$ cat src/rtl/bram_burst_read_streamer.sv
// Burst read sequencer for a simple-dual-port BRAM read port: issues sequential reads under FIFO
// credit, tracks them through the RAM read pipeline and streams them out of an FWFT skid FIFO.
module bram_burst_read_streamer #(
   parameter int C_DATA_WIDTH = 32,
   parameter int C_ADDR_WIDTH = 9,
   parameter int C_LEN_WIDTH  = 10,
   parameter int C_RD_LATENCY = 1,
   parameter int C_FIFO_DEPTH = 4
) (
   input  logic                    clk,
   input  logic                    rst,
   input  logic                    start,
   input  logic [C_ADDR_WIDTH-1:0] start_addr,
   input  logic [C_LEN_WIDTH-1:0]  xfer_len,
   output logic                    busy,
   output logic                    done,
   output logic [C_ADDR_WIDTH-1:0] rdAddr,
   output logic                    rden,
   input  logic [C_DATA_WIDTH-1:0] ram_dout,
   output logic                    m_valid,
   output logic [C_DATA_WIDTH-1:0] m_data,
   input  logic                    m_ready
);

   localparam int INF_W = $clog2(C_RD_LATENCY + 1) + 1;
   localparam int CNT_W = $clog2(C_FIFO_DEPTH) + 1;
   localparam int PTR_W = $clog2(C_FIFO_DEPTH);
   localparam logic [31:0]      DEPTH_U  = 32'(C_FIFO_DEPTH);
   localparam logic [PTR_W-1:0] PTR_LAST = PTR_W'(C_FIFO_DEPTH - 1);

   typedef enum logic [1:0] {S_IDLE, S_ISSUE, S_DRAIN} state_t;

   state_t                  state_q, state_d;
   logic [C_ADDR_WIDTH-1:0] addr_q, addr_d;
   logic [C_LEN_WIDTH-1:0]  remaining_q, remaining_d;
   logic [C_RD_LATENCY-1:0] tag_q, tag_d;
   logic [INF_W-1:0]        inflight_q, inflight_d;
   logic [CNT_W-1:0]        fifo_count_q, fifo_count_d;
   logic [PTR_W-1:0]        wr_ptr_q, wr_ptr_d, rd_ptr_q, rd_ptr_d;
   logic                    done_q, done_d;
   logic [C_DATA_WIDTH-1:0] fifo_mem_q [C_FIFO_DEPTH];

   logic credit_ok, issue, push, pop;

   function automatic logic [PTR_W-1:0] ptr_inc(input logic [PTR_W-1:0] p);
      return (p == PTR_LAST) ? '0 : p + PTR_W'(1);
   endfunction

   // rden stays high outside IDLE so the RAM output pipeline keeps draining
   assign rden      = (state_q != S_IDLE);
   assign busy      = rden;
   assign done      = done_q;
   assign rdAddr    = addr_q;
   assign m_valid   = (fifo_count_q != '0);
   assign m_data    = fifo_mem_q[rd_ptr_q];
   assign pop       = m_valid && m_ready;
   assign push      = rden && tag_q[C_RD_LATENCY-1];

   // Words already in the FIFO plus words in the RAM pipe must fit; a same-cycle pop earns no credit
   assign credit_ok = (32'(fifo_count_q) + 32'(inflight_q)) < DEPTH_U;
   assign issue     = (state_q == S_ISSUE) && (remaining_q != '0) && credit_ok;

   always_comb begin
      tag_d = tag_q;
      if (rden) begin
         tag_d[0] = issue;
         for (int i = 1; i < C_RD_LATENCY; i++) tag_d[i] = tag_q[i-1];
      end
      inflight_d   = inflight_q + INF_W'(issue) - INF_W'(push);
      fifo_count_d = fifo_count_q + CNT_W'(push) - CNT_W'(pop);
      wr_ptr_d     = push ? ptr_inc(wr_ptr_q) : wr_ptr_q;
      rd_ptr_d     = pop ? ptr_inc(rd_ptr_q) : rd_ptr_q;
   end

   always_comb begin
      state_d     = state_q;
      addr_d      = addr_q;
      remaining_d = remaining_q;
      done_d      = 1'b0;
      case (state_q)
         S_IDLE: begin
            if (start) begin
               if (xfer_len == '0) begin
                  done_d = 1'b1;
               end else begin
                  state_d     = S_ISSUE;
                  addr_d      = start_addr;
                  remaining_d = xfer_len;
               end
            end
         end
         S_ISSUE: begin
            if (issue) begin
               addr_d      = addr_q + C_ADDR_WIDTH'(1);
               remaining_d = remaining_q - C_LEN_WIDTH'(1);
               if (remaining_q == C_LEN_WIDTH'(1)) state_d = S_DRAIN;
            end
         end
         S_DRAIN: begin
            if (inflight_q == '0 && fifo_count_d == '0) begin
               state_d = S_IDLE;
               done_d  = 1'b1;
            end
         end
         default: state_d = S_IDLE;
      endcase
   end

   always_ff @(posedge clk) begin
      if (rst) begin
         state_q      <= S_IDLE;
         addr_q       <= '0;
         remaining_q  <= '0;
         tag_q        <= '0;
         inflight_q   <= '0;
         fifo_count_q <= '0;
         wr_ptr_q     <= '0;
         rd_ptr_q     <= '0;
         done_q       <= 1'b0;
      end else begin
         state_q      <= state_d;
         addr_q       <= addr_d;
         remaining_q  <= remaining_d;
         tag_q        <= tag_d;
         inflight_q   <= inflight_d;
         fifo_count_q <= fifo_count_d;
         wr_ptr_q     <= wr_ptr_d;
         rd_ptr_q     <= rd_ptr_d;
         done_q       <= done_d;
      end
   end

   always_ff @(posedge clk) begin
      if (push) fifo_mem_q[wr_ptr_q] <= ram_dout;
   end

endmodule
$ cat config.mk
export PLATFORM = sky130hd
export DESIGN_NAME = bram_burst_read_streamer
export DESIGN_NICKNAME = d
export VERILOG_FILES = /design/src/rtl/bram_burst_read_streamer.sv
export SDC_FILE = /design/constraint.sdc
export NUM_CORES = 1
export LEC_CHECK = 0
export BUFFER_PORTS_ARGS = -buffer_cell sky130_fd_sc_hd__buf_2
export CAP_MARGIN = 20
export CORE_MARGIN = 2
export CORE_UTILIZATION = 38
export CTS_BUF_LIST = sky130_fd_sc_hd__clkbuf_16
export CTS_CLUSTER_DIAMETER = 120
export DETAILED_ROUTE_END_ITERATION = 10
export PLACE_DENSITY = 0.68
export SLEW_MARGIN = 15
export SYNTH_ARGS = -nofsm -noshare
export SYNTH_HDL_FRONTEND = slang
export SYNTH_SLANG_ARGS = --single-unit
$ cat constraint.sdc
create_clock -name clk -period 2.5 [get_ports clk]
set_input_delay 0.25 -clock clk [delete_from_list [all_inputs] [get_ports clk]]
set_output_delay 0.25 -clock clk [all_outputs]
set_load 0.03 [all_outputs]
==> out/qor_table.md <==
| Metric | Value | Unit |
|---|---|---|
| Outcome | completed | - |
| Post-placement setup slack | -0.0255 | ns |
| Routed via count divided by cell count | 5.30 | - |
| Leakage power | 2.97 | nW |
| Setup repair after global routing missed its margin | yes | - |
| Per-instance average area after synthesis | 16.0 | µm² |
| Hold slack final | 0.0376 | ns |
| Req. time, crit path | 2.84 | ns |
| Number of warnings reported in the yosys synthesis log | 0 | - |
| Antenna diode count | 0 | - |
| Count of H-tree levels built during CTS | 4 | - |
| Share of post-route cells with drive strength above 1 | 39.5 | % |
| Period minus WS final | 2.46 | ns |
| Clock network latency to the later pin of the worst-skew pair | 0.42 | ns |
| Worst hold path class | input pin to register | - |
| Count of final max-slew check failures | 0 | - |
| Layout filler cell count | 1467 | - |
| Proportion of synthesized flip-flops having asynchronous set or reset | 0 | % |
| Port Buf Inserts | 99 | - |
| TritonCTS clock tree | built | - |
| Clock-pin slew of the registers on the worst-case setup and hold paths | 0.06 | ns |
| Share of the yosys chip area belonging to registers | 67.6 | % |
| Worst-path fanout max | 3 | - |
| Main area contributors after synthesis | edfxtp_1, mux4_2, dfxtp_1 | - |
| Highest clock rate | 0.406 | GHz |
| Remaining antenna violation count | 0 | - |
| Power density normalized to cell area | 932 | nW/µm² |
| Growth of design area from synthesis to finish | 23.9 | % |
| Remaining max-slew budget at the tightest pin | 62.6 | % |
| Post-Synthesis Net Count | 487 | - |
| Average wire per standard cell | 18.0 | µm |
| Boundary Pins | 100 | - |
| Routability congestion estimate | 0.821 | - |
| Ratio of final minimum period to clock period | 98.4 | % |
| Number of setup violations in the final report | 0 | - |
| Starting utilization of the core area | 38.8 | % |
| Unique cell type count in the Yosys netlist | 58 | - |
| Total congestion overflow after global routing | 0 | - |
| Setup WS post-layout | 0.0394 | ns |
| Wire length of the first global-routing pass | 21900 | µm |
| Worst setup path class | register to register | - |
| Detailed placement HPWL | 9310 | µm |
| Pin count of the biggest net entering global routing | 36 | - |
| Final Net Count | 606 | - |
| Vias in the first global route | 4234 | - |
| Final WL | 14000 | µm |
| Most common library cell in the layout ignoring fill and taps | edfxtp_1 | - |
| Slew at the pin with the worst max-slew slack | 0.556 | ns |
| FP Rows | 48 | - |
| Root buffer cell | clkbuf_16 | - |
| Total of flip-flops plus latches after synthesis | 162 | - |
| Total Neg Setup Slack | 0 | ns |
| IR drop worst, VDD | 479 | µV |
| Synth Instances | 418 | - |
| Cell taking the most area after synthesis | edfxtp_1 | - |
| Number of antenna violations at the first check in global routing | 0 | - |
| Core Footprint | 17200 | µm² |
| Buffers from clock root to sink, at most | 2 | - |
| Sinks on Clock Net | 162 | - |
| Remaining routing DRC violations | 0 | - |
| Hold Vio Cnt, Final | 0 | - |
| Floorplan die width | 137 | µm |
| Total of max-cap violations | 0 | - |
| Register Area | 4530 | µm² |
| First-iteration detailed-routing DRC count | 228 | - |
| Total CTS buffers | 17 | - |
| Routed vias | 4110 | - |
| Portion of synthesized cell area occupied by the leading cell type | 57.4 | % |
| Reg-to-reg setup timing slack | 0.04 | ns |
| Most frequent cells in the layout | edfxtp_1, buf_2, mux4_2, a21oi_1, dfxtp_1 | - |
| Clock Skew | 0.0101 | ns |
| Total area of multi-input combinational cells | 2060 | µm² |
| Synthesized cell area | 6690 | µm² |
| Count of flip-flops with a built-in enable after synthesis | 128 | - |
| Data arrival time at the worst-slack endpoint | 2.80 | ns |
| Critical Path Start Type | register | - |
| Endpoint type of the worst setup path | register | - |
| Dominant register cell in the synthesized netlist | edfxtp_1 | - |
| Router iterations before antenna repair | 4 | - |
| Total track usage | 15.6 | % |
| Height of the die | 137 | µm |
| Die Outline Area | 18700 | µm² |
| Core utilization of the finished layout | 48.1 | % |
## metal layers
metal	share of wire, %	global-route usage, %	routed length [µm]	vias up
met5	0	0	0	-
met4	1.2	5.50	170	0
met3	6.6	4.26	923	20
met2	49	26.1	6870	147
met1	43	19.5	6000	2032
li1	-	-	-	1911
## sequential cells by signal, summed over array words and instances, names as in the netlist, named ones only
| signal | flops |
|---|---|
| state_q | 2 |
| rd_ptr_q | 2 |
| rdAddr | 9 |
| wr_ptr_q | 2 |
| inflight_q | 2 |
| fifo_count_q | 3 |
| done | 1 |
| tag_q | 1 |
| fifo_mem_q | 128 |
| remaining_q | 10 |
## metrics by stage
stage | cells | power [mW] | cell area (µm²)
4_1_cts | 775 | 7.72 | 8240
2_1_floorplan | 418 | 4.48 | 6720
3_3_place_gp | 743 | 4.95 | 7610
6_report | 775 | 7.73 | 8290
5_1_grt | 775 | 8.06 | 8290
3_5_place_dp | 743 | 4.99 | 7610
## cells in the mapped netlist, types with 5 or more instances
| cell | number |
|---|---|
| edfxtp_1 | 128 |
| dfxtp_1 | 34 |
| mux4_2 | 32 |
| a21oi_1 | 30 |
| nand2_1 | 24 |
| nor2_1 | 21 |
| clkbuf_1 | 13 |
| ha_1 | 13 |
| inv_1 | 13 |
| o32ai_1 | 13 |
| and3_1 | 6 |
| buf_2 | 6 |
| a31oi_1 | 5 |
| nor3_1 | 5 |
## critical path: stages, from the launching register on
cell and delay, ns:
dfxtp_2 0.31, or3_4 0.39, nand2_2 0.08, inv_2 0.05, ha_4 0.24, inv_4 0.05, ha_4 0.13, inv_2 0.04
fa_1 0.55, nor4b_4 0.21, nand3_1 0.12, a211oi_2 0.21
## cells by family (layout without fill, tap and decap cells)
family,count (synthesis),after routing,synth area share [%]
xor gates and xnor gates,3,3,0.598
buffers and inverters,40,172,2.86
adders and majority gates,14,14,2.73
muxes,32,32,10.8
DFF,162,162,67.6
AOI/OAI and AO/OA,79,79,8.54
and+or+nand+nor,88,88,6.90
## final cells by class
| class | count | area share [%] |
|---|---|---|
| multi-input cells | 216 | 24.8 |
| inverters | 14 | 0.664 |
| clock buffers | 17 | 5.13 |
| clock inverters | 15 | 2.48 |
| flip-flops and latches | 162 | 54.6 |
| repair buffers | 126 | 8.88 |
| well taps | 225 | 3.40 |
## path summary, 6_finish.rpt
kind                   start                to  cells after the start
max reg2reg  fifo_count_q[1]              done                     11
min              ram_dout[1]  fifo_mem_q[2][1]                      1
min reg2reg   remaining_q[8]    remaining_q[8]                      2
max          fifo_count_q[1]              done                     11
## timing repair
| action | 4_1_cts | 5_1_grt |
|---|---|---|
| resized for setup | 0 | 12 |
| pin swaps | 1 | 7 |
| hold buffers | 0 | 0 |
| setup buffers | 0 | 0 |
| endpoints found under the setup margin | 2 | 3 |
## power breakdown
group | internal (mW) | switching [mW]
registers | 3.02 | 0.148
logic | 0.816 | 1.01
clock network | 1.68 | 1.05
total | 5.52 | 2.20
Power figures use the tool's default switching activity.
